==> src/rtl/branch_predictor_if.sv <==
// Fetch/resolve/statistics bundle between the CPU pipeline and the predictor.
// master = pipeline side, slave = predictor side.
interface branch_predictor_if #(
  parameter int ADDR_W = 32,
  parameter int CNT_W  = 16
);
  logic [ADDR_W-1:0] pc_if_i;
  logic              pred_taken_o;
  logic [ADDR_W-1:0] pred_target_o;
  logic              upd_valid_i;
  logic [ADDR_W-1:0] upd_pc_i;
  logic              upd_taken_i;
  logic [ADDR_W-1:0] upd_target_i;
  logic              upd_pred_taken_i;
  logic [ADDR_W-1:0] upd_pred_target_i;
  logic              mispredict_o;
  logic [ADDR_W-1:0] redirect_pc_o;
  logic              clear_stats_i;
  logic [CNT_W-1:0]  branch_cnt_o;
  logic [CNT_W-1:0]  mispredict_cnt_o;

  modport master (
    output pc_if_i,
    input  pred_taken_o,
    input  pred_target_o,
    output upd_valid_i,
    output upd_pc_i,
    output upd_taken_i,
    output upd_target_i,
    output upd_pred_taken_i,
    output upd_pred_target_i,
    input  mispredict_o,
    input  redirect_pc_o,
    output clear_stats_i,
    input  branch_cnt_o,
    input  mispredict_cnt_o
  );

  modport slave (
    input  pc_if_i,
    output pred_taken_o,
    output pred_target_o,
    input  upd_valid_i,
    input  upd_pc_i,
    input  upd_taken_i,
    input  upd_target_i,
    input  upd_pred_taken_i,
    input  upd_pred_target_i,
    output mispredict_o,
    output redirect_pc_o,
    input  clear_stats_i,
    output branch_cnt_o,
    output mispredict_cnt_o
  );
endinterface

==> src/rtl/branch_predictor.sv <==
// Direct-mapped BTB with 2-bit saturating counters; lookup in IF,
// update and mispredict detection from MEM, plus saturating statistics.
module branch_predictor #(
  parameter int         ADDR_W   = 32,
  parameter int         ENTRIES  = 16,
  parameter logic [1:0] CTR_INIT = 2'b01,
  parameter int         CNT_W    = 16
) (
  input logic                clk_i,
  input logic                rst_i,
  branch_predictor_if.slave  bp
);
  localparam int IDX_W = $clog2(ENTRIES);
  localparam int TAG_W = ADDR_W - 2 - IDX_W;

  logic [ENTRIES-1:0] valid_q;
  logic [TAG_W-1:0]   tag_q    [ENTRIES];
  logic [ADDR_W-1:0]  target_q [ENTRIES];
  logic [1:0]         ctr_q    [ENTRIES];

  logic [CNT_W-1:0]   branch_cnt_q;
  logic [CNT_W-1:0]   mispredict_cnt_q;

  logic [IDX_W-1:0]   l_idx;
  logic [TAG_W-1:0]   l_tag;
  logic               l_hit;
  logic               l_taken;

  logic [IDX_W-1:0]   u_idx;
  logic [TAG_W-1:0]   u_tag;
  logic               u_hit;
  logic [ADDR_W-1:0]  u_seq;
  logic [ADDR_W-1:0]  u_next;
  logic               mispredict;

  assign l_idx   = bp.pc_if_i[IDX_W+1:2];
  assign l_tag   = bp.pc_if_i[ADDR_W-1:IDX_W+2];
  assign l_hit   = valid_q[l_idx] && (tag_q[l_idx] == l_tag);
  assign l_taken = l_hit && ctr_q[l_idx][1];

  assign bp.pred_taken_o  = l_taken;
  assign bp.pred_target_o = l_taken ? target_q[l_idx]
                                    : bp.pc_if_i + ADDR_W'(4);

  assign u_idx  = bp.upd_pc_i[IDX_W+1:2];
  assign u_tag  = bp.upd_pc_i[ADDR_W-1:IDX_W+2];
  assign u_hit  = valid_q[u_idx] && (tag_q[u_idx] == u_tag);
  assign u_seq  = bp.upd_pc_i + ADDR_W'(4);
  assign u_next = bp.upd_taken_i ? bp.upd_target_i : u_seq;

  // Wrong direction, or right direction (taken) but wrong target.
  assign mispredict = bp.upd_valid_i &&
    ((bp.upd_pred_taken_i != bp.upd_taken_i) ||
     (bp.upd_taken_i &&
      (bp.upd_pred_target_i != bp.upd_target_i)));

  assign bp.mispredict_o  = mispredict;
  assign bp.redirect_pc_o = bp.upd_valid_i ? u_next : u_seq;

  always_ff @(posedge clk_i) begin
    if (!rst_i) begin
      valid_q <= '0;
      for (int i = 0; i < ENTRIES; i++)
        ctr_q[i] <= CTR_INIT;
    end else if (bp.upd_valid_i) begin
      if (u_hit) begin
        if (bp.upd_taken_i) begin
          if (ctr_q[u_idx] != 2'b11)
            ctr_q[u_idx] <= ctr_q[u_idx] + 2'd1;
          target_q[u_idx] <= bp.upd_target_i;
        end else if (ctr_q[u_idx] != 2'b00) begin
          ctr_q[u_idx] <= ctr_q[u_idx] - 2'd1;
        end
      end else if (bp.upd_taken_i) begin
        valid_q[u_idx]  <= 1'b1;
        tag_q[u_idx]    <= u_tag;
        target_q[u_idx] <= bp.upd_target_i;
        ctr_q[u_idx]    <= 2'b10;
      end
    end
  end

  always_ff @(posedge clk_i) begin
    if (!rst_i || bp.clear_stats_i) begin
      branch_cnt_q     <= '0;
      mispredict_cnt_q <= '0;
    end else begin
      if (bp.upd_valid_i && branch_cnt_q != '1)
        branch_cnt_q <= branch_cnt_q + CNT_W'(1);
      if (mispredict && mispredict_cnt_q != '1)
        mispredict_cnt_q <= mispredict_cnt_q + CNT_W'(1);
    end
  end

  assign bp.branch_cnt_o     = branch_cnt_q;
  assign bp.mispredict_cnt_o = mispredict_cnt_q;
endmodule

==> src/flat_wrapper.sv <==
// flat-port wrapper written by rule: the top's interface ports become plain ports
module branch_predictor_flat 
#(
  parameter int         ADDR_W   = 32,
  parameter int         ENTRIES  = 16,
  parameter logic [1:0] CTR_INIT = 2'b01,
  parameter int         CNT_W    = 16
)
  (clk_i, rst_i, bp_pc_if_i, bp_pred_taken_o, bp_pred_target_o, bp_upd_valid_i, bp_upd_pc_i, bp_upd_taken_i, bp_upd_target_i, bp_upd_pred_taken_i, bp_upd_pred_target_i, bp_mispredict_o, bp_redirect_pc_o, bp_clear_stats_i, bp_branch_cnt_o, bp_mispredict_cnt_o);
  branch_predictor_if #(.ADDR_W(ADDR_W), .CNT_W(CNT_W)) bp_i ();
  input logic clk_i;
  input logic rst_i;
  input wire logic [$bits(bp_i.pc_if_i)-1:0] bp_pc_if_i;
  output wire logic [$bits(bp_i.pred_taken_o)-1:0] bp_pred_taken_o;
  output wire logic [$bits(bp_i.pred_target_o)-1:0] bp_pred_target_o;
  input wire logic [$bits(bp_i.upd_valid_i)-1:0] bp_upd_valid_i;
  input wire logic [$bits(bp_i.upd_pc_i)-1:0] bp_upd_pc_i;
  input wire logic [$bits(bp_i.upd_taken_i)-1:0] bp_upd_taken_i;
  input wire logic [$bits(bp_i.upd_target_i)-1:0] bp_upd_target_i;
  input wire logic [$bits(bp_i.upd_pred_taken_i)-1:0] bp_upd_pred_taken_i;
  input wire logic [$bits(bp_i.upd_pred_target_i)-1:0] bp_upd_pred_target_i;
  output wire logic [$bits(bp_i.mispredict_o)-1:0] bp_mispredict_o;
  output wire logic [$bits(bp_i.redirect_pc_o)-1:0] bp_redirect_pc_o;
  input wire logic [$bits(bp_i.clear_stats_i)-1:0] bp_clear_stats_i;
  output wire logic [$bits(bp_i.branch_cnt_o)-1:0] bp_branch_cnt_o;
  output wire logic [$bits(bp_i.mispredict_cnt_o)-1:0] bp_mispredict_cnt_o;
  assign bp_i.pc_if_i = bp_pc_if_i;
  assign bp_pred_taken_o = bp_i.pred_taken_o;
  assign bp_pred_target_o = bp_i.pred_target_o;
  assign bp_i.upd_valid_i = bp_upd_valid_i;
  assign bp_i.upd_pc_i = bp_upd_pc_i;
  assign bp_i.upd_taken_i = bp_upd_taken_i;
  assign bp_i.upd_target_i = bp_upd_target_i;
  assign bp_i.upd_pred_taken_i = bp_upd_pred_taken_i;
  assign bp_i.upd_pred_target_i = bp_upd_pred_target_i;
  assign bp_mispredict_o = bp_i.mispredict_o;
  assign bp_redirect_pc_o = bp_i.redirect_pc_o;
  assign bp_i.clear_stats_i = bp_clear_stats_i;
  assign bp_branch_cnt_o = bp_i.branch_cnt_o;
  assign bp_mispredict_cnt_o = bp_i.mispredict_cnt_o;
  branch_predictor #(.ADDR_W(ADDR_W), .ENTRIES(ENTRIES), .CTR_INIT(CTR_INIT), .CNT_W(CNT_W)) u_core (.clk_i(clk_i), .rst_i(rst_i), .bp(bp_i));
endmodule
==> config.mk <==
export PLATFORM = sky130hd
export DESIGN_NAME = branch_predictor_flat
export DESIGN_NICKNAME = d
export VERILOG_FILES = /design/src/rtl/branch_predictor_if.sv /design/src/rtl/branch_predictor.sv /design/src/flat_wrapper.sv
export SDC_FILE = /design/constraint.sdc
export NUM_CORES = 1
export LEC_CHECK = 0
export CORE_MARGIN = 10
export CORE_UTILIZATION = 44
export CTS_CLUSTER_DIAMETER = 120
export DETAILED_ROUTE_END_ITERATION = 7
export PLACE_DENSITY = 0.64
export SKIP_CTS_REPAIR_TIMING = 1
export SLEW_MARGIN = 10
export SYNTH_ARGS = -nofsm -noshare
export SYNTH_HDL_FRONTEND = slang
export SYNTH_SLANG_ARGS = --single-unit
==> constraint.sdc <==
create_clock -name clk_i -period 5.2 [get_ports clk_i]
set_clock_uncertainty 0.2 [all_clocks]
set_input_delay 0.52 -clock clk_i [delete_from_list [all_inputs] [get_ports clk_i]]
set_output_delay 0.52 -clock clk_i [all_outputs]
set_load 0.03 [all_outputs]
==> results by group <==
Clock tree
  – H-tree Lvls: 3
  – CTS max path bufs: 3
  – Root Driver: clkbuf_16
  – Register clock-pin slew on the reported worst setup and hold paths: 70 ps
  – CTS Buf Count: 105
  – Clk_lat worst skew: 710 ps
  – CTS tree: done
  – Clock Sinks: 1,008

Cells and area
  – Fin cells: 4,401
  – Most frequent cells in the layout: edfxtp_1, mux4_2, buf_4, clkdlybuf4s50_1, nand2_1
  – Footprint of the multi-input gates: 15,300 µm²
  – FILL cells: 8,058
  – P&R area growth vs syn: 21.0%
  – Register area: 29,800 µm²
  – Commonest non-fill, non-tap cell in the layout: edfxtp_1
  – Share of cells above drive strength 1: 31.8%
  – Final net count: 3,078

STA
  – Pins Over Slew Limit: 0
  – Max-slew headroom: 19.6%
  – Fmax: 0.194 GHz
  – Final Hold Fails: 0
  – WHS: 321 ps
  – Setup ws final: 51.2 ps
  – RSZ-0062 raised after global routing: yes
  – Tcrit/Tclk final: 99.0%
  – Final setup vio count: 0
  – Slew @ Worst Pin: 1210 ps
  – Min cycle time layout: 5150 ps

Placed design
  – Place WS: -270 ps
  – IO buf count: 231
  – Post-DP HPWL: 101,000 µm
  – DP Cell Count: 4,202
  – Gpl congestion: 0.992

Setup path
  – Crit Path Category: flop to primary output
  – CP max-delay cell: or4b_4
  – CP arrival: 4430 ps
  – Startpoint Class: flop
  – Worst R2R Start: u_core.tag_q[3][12]$_DFFE_PP_
  – Worst setup path startpoint: u_core.tag_q[11][2]$_DFFE_PP_
  – Crit path capture type: primary output
  – Worst-path maximum fanout: 15
  – Crit path cell chain: mux4_2 -> mux4_2 -> xnor2_2 -> buf_4 -> nand4_1 -> nor4bb_2 -> nand2_1 -> or4b_4 -> buf_12 -> buf_12 -> mux2_4 -> buf_6
  – Critical Path RT: 4480 ps
  – Critical Path Max Stage Delay: 570 ps

Detailed routing
  – Vias post-DR: 27.8k
  – Number of routed nets with antenna violations: 0
  – Drt via density: 6.32
  – Routed WL: 148,000 µm
  – Initial DRC Count: 3,961
  – WL/cell: 33.7 µm
  – DR pass1 iterations: 6
  – DRC viols: 0

Power
  – Sw frac: 23.0%
  – Clock power share: 41.6%
  – Peak VDD IR: 0.297 mV
  – Pwr/cell area: 334 nW/µm²
  – Seq pwr share: 48.5%
  – NetSw: 4.25 mW
  – Combinational power share: 9.9%
  – Power Internal: 14.2 mW
  – Pleak: 18.0 nW

Floorplan
  – Core area: 103,000 µm²
  – Starting Density: 44.3%
  – # IOs: 232
  – Die width: 343 µm
  – Die Height: 343 µm
  – Core Rows: 118
  – Die ar.: 117,000 µm²

Run
  – # Max-Cap Violations: 0

Synth
  – Flops & latches, synth: 1,008
  – EDFF count, synth: 960
  – Cells after synthesis: 2,497
  – Primary FF master, synth: edfxtp_1
  – Yosys cell types: 76
  – Fraction of registers with async set/reset: 0%
  – Synthesized Nets: 2,638
  – Yosys warnings: 0
  – Sequential share of the synthesized area: 65.1%
  – Synth Cell Area: 45,800 µm²
  – Avg Cell Area, Syn: 18.3 µm²

Global route
  – Initial antenna violation count: 4
  – Gr usage total: 24.8%
  – First-pass GRT wire length: 209,000 µm
  – Overflow after GRT: 0
  – Vias in the first global route: 27.7k
  – Largest net degree at the start of global routing: 88

Min path
  – Hold Crit Class: flop to flop
  – Hold path startpoint: u_core.valid_q[12]$_SDFFE_PN0N_

Outcome
  – Status: finished clean
## worst max-delay path, delay by kind of cell, from the launching register on
kind,cells,cell delay (ps)
AND/OR/NAND/NOR,4,1140
multiplexers,3,1360
XOR/XNOR,1,140
buffers and inverters,4,650
flip-flops,1,400
## through the flow
stage | total power, mW | area [µm²] | setup TNS (ps) | util, %
after floorplan | 10.0 | 45800 | -48720 | -
after global placement | 10.9 | 51700 | -4610 | 50.0
after detailed placement | 10.9 | 51700 | -2800 | 50.0
after CTS | 18.5 | 55200 | -8330 | 53.4
after global routing | 19.0 | 55400 | -55.8 | 53.6
final | 18.5 | 55400 | 0 | 53.6
## cell families (layout without fill, tap and decap cells)
kind of cell	Yosys count	in the layout	share of synthesized area, %
xor gates and xnor gates	164	164	3.14
other	0	2	0
DFF	1008	1008	65.1
buffers and inverters	196	718	2.03
AOI/OAI and AO/OA	205	205	3.16
and+or+nand+nor	410	410	4.42
adders and majority gates	7	7	0.191
muxes	507	507	22.0
## path summary, 6_finish.rpt
| path | endpoint | slack, ps | cells past startpoint |
|---|---|---|---|
| max reg2reg | u_core.ctr_q[5][0]$_SDFFCE_PN1P_ | 960 | 8 |
| max | bp_pred_target_o[26] | 50 | 12 |
| min reg2reg | u_core.valid_q[12]$_SDFFE_PN0N_ | 320 | 1 |
| min | u_core.valid_q[12]$_SDFFE_PN0N_ | 320 | 1 |
## Yosys cell counts (24+ instances only)
library cell  number  area, µm²
clkbuf_1          81        304
nand3_1           53        265
mux2_4            29        435
dfxtp_1           48        961
buf_2             24        120
a21oi_1           24        120
nor2_1            84        315
nand2_1          124        465
xnor2_1          110        963
xor2_1            54        473
mux4_2           386       8690
nor3_1            32        160
edfxtp_1         960      28800
mux2i_1           70        701
inv_1             40        150
o21ai_0           52        260
## state kept, by name, indices dropped and copies added, names as in the netlist
signal                      count
u_core.tag_q                  416
u_core.target_q               512
u_core.bp.mispredict_cnt_o     16
u_core.bp.branch_cnt_o         16
u_core.ctr_q                   32
u_core.valid_q                 16
## power by group through the flow
stage / sequential [mW] / combinational [mW] / clock (mW)
floorplan: 9.14 / 0.903 / 0
global placement: 9.14 / 1.77 / 0
detailed placement: 9.14 / 1.79 / 0
CTS: 8.97 / 1.80 / 7.78
global route: 8.97 / 1.90 / 8.12
finish: 8.97 / 1.82 / 7.69
## cell type report
class	instances	share of cell area, %
Inverter	42	0.285
Tap cell	1380	3.12
Antenna cell	2	0.00903
Multi-Input combinational cell	1293	27.6
Sequential cell	1008	53.8
Clock buffer	126	4.92
Clock inverter	63	1.41
Timing Repair Buffer	487	8.87
## per-layer routing
metal,track usage (%),up-vias,routed length [µm]
li1,-,11200,-
met1,34.4,14700,58700
met2,38.7,1737,69500
met3,6.38,250,16200
met4,7.03,2,4010
met5,0,-,13
No activity file was read; power rests on OpenSTA's default activity.
